File: src/rtl/hood_mode_scheduler_pkg.sv
// Shared types and helpers for the range-hood mode sequencer.
// The state codes match the ones used by the display/LED logic.
package hood_mode_scheduler_pkg;

  typedef enum logic [2:0] {
    ST_OFF     = 3'd0,
    ST_STBY    = 3'd1,
    ST_GEAR1   = 3'd2,
    ST_GEAR2   = 3'd3,
    ST_GEAR3   = 3'd4,
    ST_DLY_OFF = 3'd5,
    ST_CLEAN   = 3'd6
  } hood_state_e;

  function automatic logic [1:0] fan_of(input hood_state_e s);
    case (s)
      ST_GEAR1, ST_DLY_OFF: fan_of = 2'd1;
      ST_GEAR2:             fan_of = 2'd2;
      ST_GEAR3, ST_CLEAN:   fan_of = 2'd3;
      default:              fan_of = 2'd0;
    endcase
  endfunction

  function automatic logic is_timed(input hood_state_e s);
    is_timed = (s == ST_GEAR3) || (s == ST_CLEAN) || (s == ST_DLY_OFF);
  endfunction

endpackage

File: src/rtl/hood_mode_scheduler_sec_tick_gen.sv
// One-second prescaler: tick is high for one cycle every TICK_DIV enabled cycles.
// Disabled or cleared, the count sits at zero so the next tick is a full period away.
module sec_tick_gen #(
  parameter int TICK_DIV = 100_000_000
) (
  input  logic clk,
  input  logic rst_n,
  input  logic clr,
  input  logic en,
  output logic tick
);

  localparam int CW = (TICK_DIV > 1) ? $clog2(TICK_DIV) : 1;

  logic [CW-1:0] cnt_reg;

  assign tick = en && (cnt_reg == CW'(TICK_DIV - 1));

  always_ff @(posedge clk or negedge rst_n) begin
    if (!rst_n) begin
      cnt_reg <= '0;
    end else if (clr || !en || tick) begin
      cnt_reg <= '0;
    end else begin
      cnt_reg <= cnt_reg + CW'(1);
    end
  end

endmodule

File: src/rtl/hood_mode_scheduler.sv
// Range-hood mode sequencer: power/standby/gear/clean FSM with timed states,
// long-press detection, accumulated run time and a sticky service reminder.
module hood_mode_scheduler
  import hood_mode_scheduler_pkg::*;
#(
  parameter int TICK_DIV       = 100_000_000,
  parameter int HOLD_CYC       = 300_000_000,
  parameter int GEAR3_SEC      = 60,
  parameter int CLEAN_SEC      = 180,
  parameter int OFF_DELAY_SEC  = 180,
  parameter int WORK_LIMIT_SEC = 36000,
  parameter int WORK_W         = 32
) (
  input  logic              clk,
  input  logic              rst_n,
  input  logic              power_key,
  input  logic              menu_pls,
  input  logic              g1_pls,
  input  logic              g2_pls,
  input  logic              g3_pls,
  input  logic              clean_pls,
  output logic [2:0]        state,
  output logic              power_on,
  output logic [1:0]        fan_speed,
  output logic [7:0]        countdown,
  output logic [WORK_W-1:0] work_sec,
  output logic              reminder,
  output logic              gear3_used
);

  localparam int HW = $clog2(HOLD_CYC + 1);

  hood_state_e       state_reg, state_next;
  logic              power_on_reg;
  logic [1:0]        fan_speed_reg;
  logic [7:0]        countdown_reg;
  logic [WORK_W-1:0] work_sec_reg;
  logic              reminder_reg;
  logic              gear3_used_reg;

  logic [HW-1:0]     hold_cnt_reg;
  logic              armed_reg;
  logic              lp;
  logic              tick;
  logic              expire;
  logic              load;
  logic              clean_done;
  logic              gear_run;
  logic [7:0]        load_val;
  logic [WORK_W-1:0] work_inc;

  // Long press fires once per hold; re-arms only after the key is released.
  assign lp = power_key && armed_reg && (hold_cnt_reg == HW'(HOLD_CYC - 1));

  always_ff @(posedge clk or negedge rst_n) begin
    if (!rst_n) begin
      hold_cnt_reg <= '0;
      armed_reg    <= 1'b1;
    end else if (!power_key) begin
      hold_cnt_reg <= '0;
      armed_reg    <= 1'b1;
    end else if (lp) begin
      hold_cnt_reg <= '0;
      armed_reg    <= 1'b0;
    end else if (armed_reg) begin
      hold_cnt_reg <= hold_cnt_reg + HW'(1);
    end
  end

  sec_tick_gen #(.TICK_DIV(TICK_DIV)) u_tick (
    .clk   (clk),
    .rst_n (rst_n),
    .clr   (load),
    .en    (power_on_reg),
    .tick  (tick)
  );

  assign expire = tick && (countdown_reg == 8'd1);

  // A rejected g3 still claims its priority slot, so lower events are masked.
  always_comb begin
    state_next = state_reg;
    case (state_reg)
      ST_OFF: if (lp) state_next = ST_STBY;
      ST_STBY: begin
        if (lp)             state_next = ST_OFF;
        else if (clean_pls) state_next = ST_CLEAN;
        else if (g3_pls)    state_next = gear3_used_reg ? ST_STBY : ST_GEAR3;
        else if (g2_pls)    state_next = ST_GEAR2;
        else if (g1_pls)    state_next = ST_GEAR1;
      end
      ST_GEAR1, ST_GEAR2: begin
        if (lp || menu_pls) state_next = ST_DLY_OFF;
        else if (g3_pls)    state_next = gear3_used_reg ? state_reg : ST_GEAR3;
        else if (g2_pls)    state_next = ST_GEAR2;
        else if (g1_pls)    state_next = ST_GEAR1;
      end
      ST_GEAR3: begin
        if (lp || menu_pls) state_next = ST_DLY_OFF;
        else if (expire)    state_next = ST_GEAR2;
      end
      ST_DLY_OFF: begin
        if (lp)             state_next = ST_OFF;
        else if (g3_pls)    state_next = gear3_used_reg ? ST_DLY_OFF : ST_GEAR3;
        else if (g2_pls)    state_next = ST_GEAR2;
        else if (g1_pls)    state_next = ST_GEAR1;
        else if (expire)    state_next = ST_STBY;
      end
      ST_CLEAN: begin
        if (lp)                     state_next = ST_OFF;
        else if (menu_pls || expire) state_next = ST_STBY;
      end
      default: state_next = ST_OFF;
    endcase
  end

  assign load       = is_timed(state_next) && (state_next != state_reg);
  assign clean_done = (state_reg == ST_CLEAN) && !lp && !menu_pls && expire;
  assign gear_run   = (state_reg == ST_GEAR1) || (state_reg == ST_GEAR2) ||
                      (state_reg == ST_GEAR3);
  assign work_inc   = work_sec_reg + WORK_W'(1);

  always_comb begin
    load_val = 8'd0;
    case (state_next)
      ST_GEAR3:   load_val = 8'(GEAR3_SEC);
      ST_CLEAN:   load_val = 8'(CLEAN_SEC);
      ST_DLY_OFF: load_val = 8'(OFF_DELAY_SEC);
      default:    load_val = 8'd0;
    endcase
  end

  always_ff @(posedge clk or negedge rst_n) begin
    if (!rst_n) begin
      state_reg      <= ST_OFF;
      power_on_reg   <= 1'b0;
      fan_speed_reg  <= 2'd0;
      countdown_reg  <= 8'd0;
      work_sec_reg   <= '0;
      reminder_reg   <= 1'b0;
      gear3_used_reg <= 1'b0;
    end else begin
      state_reg     <= state_next;
      power_on_reg  <= (state_next != ST_OFF);
      fan_speed_reg <= fan_of(state_next);

      if (load)                     countdown_reg <= load_val;
      else if (!is_timed(state_next)) countdown_reg <= 8'd0;
      else if (tick)                countdown_reg <= countdown_reg - 8'd1;

      if (state_next == ST_OFF)
        gear3_used_reg <= 1'b0;
      else if (state_reg == ST_GEAR3 && state_next != ST_GEAR3)
        gear3_used_reg <= 1'b1;

      if (clean_done) begin
        work_sec_reg <= '0;
        reminder_reg <= 1'b0;
      end else if (tick && gear_run && (work_sec_reg != '1)) begin
        work_sec_reg <= work_inc;
        if (work_inc == WORK_W'(WORK_LIMIT_SEC)) reminder_reg <= 1'b1;
      end
    end
  end

  assign state      = state_reg;
  assign power_on   = power_on_reg;
  assign fan_speed  = fan_speed_reg;
  assign countdown  = countdown_reg;
  assign work_sec   = work_sec_reg;
  assign reminder   = reminder_reg;
  assign gear3_used = gear3_used_reg;

endmodule

File: config.mk
export PLATFORM = sky130hd
export DESIGN_NAME = hood_mode_scheduler
export DESIGN_NICKNAME = d
export VERILOG_FILES = /design/src/rtl/hood_mode_scheduler_pkg.sv /design/src/rtl/hood_mode_scheduler_sec_tick_gen.sv /design/src/rtl/hood_mode_scheduler.sv
export SDC_FILE = /design/constraint.sdc
export NUM_CORES = 1
export LEC_CHECK = 0
export CAP_MARGIN = 20
export CORE_MARGIN = 2
export CORE_UTILIZATION = 55
export DETAILED_ROUTE_END_ITERATION = 7
export PLACE_DENSITY = 0.74
export SETUP_SLACK_MARGIN = 0.3
export SLEW_MARGIN = 25
export SYNTH_ARGS = -nofsm -noshare
export SYNTH_HDL_FRONTEND = slang
export SYNTH_SLANG_ARGS = --single-unit
File: constraint.sdc
create_clock -name clk -period 7.2 [get_ports clk]
set_clock_uncertainty 0.2 [all_clocks]
set_input_delay 1.44 -clock clk [delete_from_list [all_inputs] [get_ports clk]]
set_output_delay 1.44 -clock clk [all_outputs]
set_load 0.05 [all_outputs]
=== Word-level counts from Yosys, hierarchy flattened ===
Cells that the tools add are included.

* Bits in registers: 105
* Word-level logic and storage cells: 107

* $add $sub $neg: 4
* Eq/ne operators: 21
* Multiplexer cells: 39
* Reduce and logical (&&, ||, !) cells: 33

{| class="wikitable"
|+ Operators with widths
! operator !! number
|-
| $mux W29 || 3
|-
| $mux W32 || 2
|-
| $mux W3 || 19
|-
| $add A32 B1 Y32 const B || 1
|-
| $eq A32 B16 Y1 const B || 1
|-
| $ne A32 B32 Y1 const B || 1
|-
| $add A29 B1 Y29 const B || 1
|-
| $eq A29 B29 Y1 const B || 1
|-
| $add A27 B1 Y27 const B || 1
|-
| $eq A27 B27 Y1 const B || 1
|-
| $mux W27 || 1
|-
| $mux W8 || 3
|-
| $eq A3 B3 Y1 const B || 6
|-
| $pmux W3 S6 || 1
|-
| $pmux W8 S2 || 1
|-
| $eq A3 B2 Y1 const B || 4
|-
| $logic_and A1 B1 Y1 || 11
|-
| $eq A8 B1 Y1 const B || 1
|-
| $logic_or A1 B1 Y1 || 8
|-
| $mux W1 || 8
|-
| $reduce_or A2 Y1 || 4
|-
| $sub A8 B1 Y8 const B || 1
|-
| $logic_not A3 Y1 || 2
|-
| $pmux W2 S3 || 1
|-
| 10 further kinds || 14
|}

=== Depth between registers and ports, before layout ===
Gate-level depths: netlist of the first run.

* Depth in word-level cells: 16
* Mapped depth: 12
* Mapped depth without buffers: 9

=== By module ===
A second synthesis of the first run with hierarchy kept.

* Cell total of the unflattened synthesis: 764
* Area, all modules: 6656.4 sq um

{| class="wikitable"
|+ By module, submodules not included
! module !! instances !! cells each !! area each (sq um)
|-
| hood_mode_scheduler || 1 || 601 || 5103.6
|-
| sec_tick_gen || 1 || 163 || 1552.7
|}

=== Worst setup path before layout of the first run ===
No wires, ideal clock.

* Path type: input port to flip-flop
* Start: input port power_key
* End: register u_tick.cnt_reg[22]
* Library setup time: 0.123 ns
* Data arrival time: 3.522 ns
* Setup slack: 3.355 ns
* Cell stages on the path: 11
* Buffers on the path: 4
* Cells stage by stage: clkbuf_1 nand4_1 or4_1 clkbuf_1 mux2i_1 mux2_2 nand4_1 a21o_1 buf_6 buf_8 nor2_4

* Cells in the longest elaborated chain, start to end: 12
* Elaborated cells on any way between the ends: 20
* Classes of those cells: eq/ne: 4; mux: 8; reduce/logical: 8

{| class="wikitable"
|+ RTL lines
! item !! RTL line !! source
|-
| start: declaration || hood_mode_scheduler.sv:16 || <nowiki>input logic power_key,</nowiki>
|-
| $logic_and A1 B1 Y1 * (2 in a row) || hood_mode_scheduler.sv:53 || <nowiki>assign lp = power_key && armed_reg && (hold_cnt_reg == HW'(HOLD_CYC - 1));</nowiki>
|-
| $logic_or A1 B1 Y1 || hood_mode_scheduler.sv:93, hood_mode_scheduler.sv:99 ||
|-
| $mux W3, on equally long branches || hood_mode_scheduler.sv:99, hood_mode_scheduler.sv:93 ||
|-
| $pmux W3 S6 * || hood_mode_scheduler.sv:83 || <nowiki>case (state_reg)</nowiki>
|-
| $eq A3 B3 Y1 || hood_mode_scheduler_pkg.sv:25 || <nowiki>is_timed = (s == ST_GEAR3) || (s == ST_CLEAN) || (s == ST_DLY_OFF);</nowiki>
|-
| $logic_or A1 B1 Y1 (2 in a row) || hood_mode_scheduler_pkg.sv:25 ||
|-
| $logic_and A1 B1 Y1 * || hood_mode_scheduler.sv:117 || <nowiki>assign load = is_timed(state_next) && (state_next != state_reg);</nowiki>
|-
| $logic_or A1 B1 Y1 * (2 in a row) || hood_mode_scheduler_sec_tick_gen.sv:22 || <nowiki>end else if (clr || !en || tick) begin</nowiki>
|-
| $mux W27 * || hood_mode_scheduler_sec_tick_gen.sv:22 ||
|-
| end signal: assignment || hood_mode_scheduler_sec_tick_gen.sv:25 || <nowiki>cnt_reg <= cnt_reg + CW'(1);</nowiki>
|-
| end: declaration || hood_mode_scheduler_sec_tick_gen.sv:15 || <nowiki>logic [CW-1:0] cnt_reg;</nowiki>
|}

Every way passes the cells marked *; elsewhere a longest branch is shown, timed or not.
A chain may end at the register's enable or synchronous reset.

=== Final worst setup path of the first run ===
* Start: input port power_key
* End: register u_tick.cnt_reg[3]

The elaborated chain is that of the path after synthesis.

==> results of run 1 <==
worst paths after layout:
kind | start | to | slack (ns) | cells after the start
worst max-delay path | power_key | u_tick.cnt_reg[3] | 2.51 | 8
worst min-delay path | u_tick.cnt_reg[0] | u_tick.cnt_reg[0] | 0.29 | 1
worst max register to register | u_tick.cnt_reg[9] | u_tick.cnt_reg[3] | 3.03 | 8
worst min register to register | u_tick.cnt_reg[0] | u_tick.cnt_reg[0] | 0.29 | 1
max in group asynchronous | rst_n | countdown[1] | 5.01 | 2
min in group asynchronous | rst_n | hold_cnt_reg[22] | 0.76 | 1
worst reg2reg max path, stage by stage, from the launching register on:
cell and delay, ns:
dfrtp_1 0.41, or4_1 0.53, or4_4 0.59, nor3_1 0.60, o221ai_2 0.27, a31o_2 0.30
nand4_1 0.16, a21o_2 0.84, nor2_1 0.13
layout make-up:
class / instances / area share (%)
Clock buffer: 12 / 3.454
Clock inverter: 4 / 0.3858
Inverter: 15 / 0.7891
Multi-Input combinational cell: 554 / 48.13
Sequential cell: 105 / 36.84
Tap cell: 140 / 2.455
Timing Repair Buffer: 57 / 7.943
layer usage:
| layer | GRT usage [%] | wire length [um] | vias up |
|---|---|---|---|
| met4 | 4.500 | 157 | 0 |
| met3 | 5.488 | 916 | 20 |
| li1 | - | - | 2563 |
| met5 | 0 | 0 | - |
| met1 | 33.57 | 6605 | 2593 |
| met2 | 38.36 | 6848 | 190 |
Yosys cell counts, types with 5 or more instances:
cell / count
a31oi_1: 7
dfrtp_1: 104
nand2b_1: 8
clkbuf_1: 28
nor2_1: 77
nand2_1: 83
nor4_1: 15
xor2_1: 43
and4_1: 7
nand3_1: 39
nor2_4: 15
o21ai_0: 38
xnor2_1: 26
ha_1: 5
nor3_1: 21
and3_1: 24
nor2_2: 5
mux2i_1: 6
nand4_1: 25
nor2b_1: 5
inv_1: 14
a21oi_1: 24
or3_1: 8
o31ai_1: 8
stage by stage:
stage               cells  hold slack, ns
floorplan             705          0.2556
global placement      871          0.2772
detailed placement    871          0.2815
CTS                   887          0.2914
global route          887          0.3151
finish                887          0.2877
kinds of logic after synthesis:
family,after synthesis,synth area share (%)
fa+ha+maj,5,1.002
xor+xnor,69,9.677
flops,105,42.10
mux,10,1.683
buf+inv,46,3.326
simple gates,358,30.58
compound gates,112,11.64
power by group:
part           total [mW]  switching (mW)  leakage, nW  internal (mW)
clock network       0.462           0.216        0.137          0.245
logic               0.651           0.447         1.26          0.204
registers           0.713          0.0726         1.36          0.641
total                1.83           0.736         2.76           1.09
cells in the final DEF (no fill, tap or decap), types with 9 or more instances in the layout:
cell,n
a21oi_1,24
and3_1,24
clkbuf_16,9
clkdlybuf4s50_1,54
dfrtp_1,104
inv_1,14
nand2_1,83
nand3_1,38
nand4_1,25
nor2_1,77
nor2_4,15
nor3_1,21
nor4_1,13
o21ai_0,38
xnor2_1,26
xor2_1,43
==> run metrics, run 1 <==
Peak Freq=213.4 MHz; total CTS buffers=9; CP Cell Sequence=clkdlybuf4s50_1, nand4_1, or4_1, mux2i_1, mux2_2, nand4_1, a21o_2, nor2_1; I/O Pins=56; clk_lat worst skew=0.35 ns; First-pass DRT Iterations=7; Setup Buffers After CTS=0; Largest register FFs=32; Initial Util=57.11%; maximum vdd ir drop=0.0002529 V; Worst Path Max Fanout=27; CP Capture Type=flip-flop; CTS root buffer=clkbuf_16; Slew @ Worst Pin=1.109 ns; max cap viols=0; syn_nets=718; Die H=110.6 um; RSZ-0062 raised after global routing=false; Resized Gates After CTS=0; Detailed Place HPWL=approximately 10 mm; Main synth FF type=dfrtp_1; CP top delay family=simple AND/OR/NAND/NOR gates; grt total ovfl=0; CTS tree=done; GP Congestion=0.9656; Total Nets Final=755; Yosys warnings=0; crit-path max cell delay=0.84 ns; worst hold path class=reg2reg; First DRT Iteration DRCs=439; Crit path arrival time=4.68 ns; vias per cell=6.050; Critical Path RT=7.20 ns; Cell variety after synth=64; Antenna diodes=0; wire length per cell=around 16 um; die footprint=0.01222 mm2; status=completed; DR vias=between 5,000 and 6,000; share of post-route cells with drive strength above 1=8.032%; Slew Viols, Final=0; largest net degree at the start of global routing=86; DR DRC count=0; antenna violations before repair=0; leading area contributor after synthesis=dfrtp_1; total leakage power=between 2 and 3 nW; post-synthesis sequential area ratio=42.10%; Final Hold Vio Count=0; fin crit share=65.08%; CTS Hold Buffers Added=0; Placed Area=0.006847 mm2; Register Area=0.002629 mm2; dpl ws=around 2.2 ns; final cell area excluding filler cells=0.007136 mm2; Netlist Area Pre-Place=0.006245 mm2; Clock Sinks=105; Post-DRT Antenna Nets=0; filler cell count=933; top-area cell type share of the netlist area=41.68%; post-layout min period=4.686 ns; CTS H-Tree Depth=3; worst setup path class=in2reg; multi-input gate area in the final layout=between 0.003 and 0.004 mm2; Pwr Total=1.826 mW; clock buffer depth=2; number of synthesized register bits=105; worst setup margin=2.514 ns; FP Rows=38; Die X=approximately 110 um; CORE AREA=approximately 0.011 mm2; Critical Path Most Common Cell=nand4_1; ys async rst share=100.0%; Final Core Density=65.25%; Syn Inst Count=705; Setup TNS=0 ns; leading post-synthesis cells by cell area=dfrtp_1 (42%), xor2_1 (6.0%), nand2_1 (5.0%); GRT Total Usage=between 20% and 30%; cell area power density=255.9 mW/mm2; IO Port Bufs=55; Post-synth EDFFs=0; Worst Setup Start Kind=primary input; Reg clk slew, reported paths=about 0.070 ns; Worst path slowest cell=a21o_2; Buffers & Inverters on Critical Path=1; synthesis-to-finish area growth=14.27%; WL final=14.53 mm; Setup violations, final=0; first-pass GRT wire length=24.59 mm; Slew headroom=25.93%; syn avg cell area=between 8 and 9 um2; vias in the first global route=5,084
No activity file was read; power rests on OpenSTA's default activity.
==> run 2, diff against run 1 <==
--- a/config.mk
+++ b/config.mk
@@ -7,7 +7,7 @@
 export LEC_CHECK = 0
 export CAP_MARGIN = 20
 export CORE_MARGIN = 2
-export CORE_UTILIZATION = 55
+export CORE_UTILIZATION = 53
 export DETAILED_ROUTE_END_ITERATION = 7
 export PLACE_DENSITY = 0.74
 export SETUP_SLACK_MARGIN = 0.3
==> constraint.sdc (replaced) <==
create_clock -name clk -period 4 [get_ports clk]
set_clock_uncertainty 0.2 [all_clocks]
set_input_delay 0.8 -clock clk [delete_from_list [all_inputs] [get_ports clk]]
set_output_delay 0.8 -clock clk [all_outputs]
set_load 0.05 [all_outputs]
==> run metrics, run 2 (synthesis results as in run 1) <==
Critical Path RT=4.04 ns; Layout Cells excl Fill=900; Die H=112.5 um; final hold slack=0.2676 ns; post-layout min period=3.547 ns; CORE AREA=about 0.011 mm2; Setup violations, final=0; CTS H-Tree Depth=3; commonest non-fill, non-tap cell in the layout=dfrtp_1; RSZ-0062 raised after global routing=false; largest net degree at the start of global routing=55; Detailed Place HPWL=10.24 mm; sequential power share=38.0%; clock network fraction of total power=24.6%; Buffers & Inverters on Critical Path=1; Antenna diodes=0; Worst Setup Start Kind=flip-flop; IO Port Bufs=55; Initial Util=54.46%; clk_lat worst skew=0.36 ns; fin crit share=88.69%; Slew Viols, Final=0; synthesis-to-finish area growth=15.83%; Critical R2R Launch=u_tick.cnt_reg[8]; first-pass GRT wire length=25.52 mm; maximum vdd ir drop=0.0005431 V; First DRT Iteration DRCs=369; DR vias=5,380; grt total ovfl=0; cell area power density=467.3 mW/mm2; CP Cell Sequence=or4b_1, or4_4, or3_4, o31a_1, a31o_2, nand4_1, a21o_2, buf_12, nor2_1; total leakage power=2.812 nW; crit-path max cell delay=approximately 0.57 ns; Slew @ Worst Pin=slightly below 0.7 ns; Reg clk slew, reported paths=0.07 ns; GRT Total Usage=24.55%; clock buffer depth=2; Final Hold Vio Count=0; Post-DRT Antenna Nets=0; power dissipated by switching net loads=1.355 mW; Setup TNS=0 ns; wire length per cell=16.50 um; Largest register FFs=32; Die X=112.5 um; max cap viols=0; FF-to-FF setup slack=0.45 ns; Slew headroom=between 50% and 60%; dpl cells=881; Gate power share=37.4%; CTS tree=done; GP Congestion=0.8875; Peak Freq=approximately 280 MHz; vias in the first global route=5,268; switch share=40.10%; worst r2r dst=u_tick.cnt_reg[6]; vias per cell=around 6; Clock Sinks=105; die footprint=0.01267 mm2; First-pass DRT Iterations=5; Reg2Reg Depth=9; Worst path slowest cell=or4_4; worst setup path class=reg2reg; Internal=around 2.0 mW; number of stages on the worst setup path=9; CP top delay family=simple AND/OR/NAND/NOR gates; Worst Path Max Fanout=27; filler cell count=917; WL final=14.85 mm; total CTS buffers=9; Crit path arrival time=3.58 ns; share of post-route cells with drive strength above 1=9.247%; most frequent cells in the layout=dfrtp_1 (104), nand2_1 (83), nor2_1 (77); CP Capture Type=flip-flop; status=completed; DR DRC count=0; I/O Pins=56; Total Nets Final=765; worst hold path class=in2async; antenna violations before repair=0; CTS root buffer=clkbuf_16; FP Rows=39
## run 2: cell types whose count changed in the layout (fill, tap and decap cells not counted), sizes merged
cell	previous run	this run
clkbuf	12	10
clkinv	3	4
buf	3	13
clkinvlp	0	1
## run 2: worst max-delay path by stage
stage | startpoint | to | slack (ns)
3_5_place_dp | power_key | u_tick.cnt_reg[2] | 0.28
3_3_place_gp | power_key | u_tick.cnt_reg[4] | 0.36
2_1_floorplan | u_tick.cnt_reg[9] | u_tick.cnt_reg[22] | 0.62
4_1_cts | u_tick.cnt_reg[8] | u_tick.cnt_reg[6] | 0.32
5_1_grt | u_tick.cnt_reg[8] | u_tick.cnt_reg[6] | 0.32
6_report | u_tick.cnt_reg[8] | u_tick.cnt_reg[6] | 0.45
## run 2: per-stage QoR
| step | cell area [um2] | util [%] | setup WS (ns) | power [mW] |
|---|---|---|---|---|
| floorplan | 6245 | - | 0.6178 | 2.236 |
| global placement | 6933 | 60.46 | 0.3556 | 2.501 |
| detailed placement | 6933 | 60.46 | 0.2830 | 2.521 |
| CTS | 7211 | 62.88 | 0.3242 | 3.362 |
| global route | 7233 | 63.08 | 0.3179 | 3.563 |
| finish | 7233 | 63.08 | 0.4526 | 3.380 |
## run 2: cell type report
cell class / instances / area (um2) / share of cell area, %
tap: 143 / 178.9 / 2.474
sequential: 105 / 2629 / 36.34
multi-input combinational: 554 / 3421 / 47.29
clock inverter: 6 / 43.79 / 0.6054
inverter: 15 / 56.30 / 0.7784
clock buffer: 10 / 229.0 / 3.166
timing repair buffer: 67 / 675.6 / 9.341
## run 2: timing repair
item	CTS	global route
hold buffers	0	0
gates resized for setup	1	0
cloned	0	0
pin swaps	0	1
endpoints found under the setup margin	1	27
buffers inserted	0	3
## run 2: power by group through the flow
stage,combinational (mW),clock (mW),sequential [mW]
finish,1.27,0.830,1.28
global route,1.36,0.896,1.30
CTS,1.22,0.855,1.28
detailed placement,1.22,0,1.30
global placement,1.20,0,1.30
floorplan,0.735,0,1.50
## run 2: metal layers
metal	GRT usage, %	vias up	wire length (um)
li1	-	2594	-
met1	33.31	2586	6776
met2	39.16	178	6880
met3	7.127	22	982
met4	5.854	0	208
met5	0	-	0
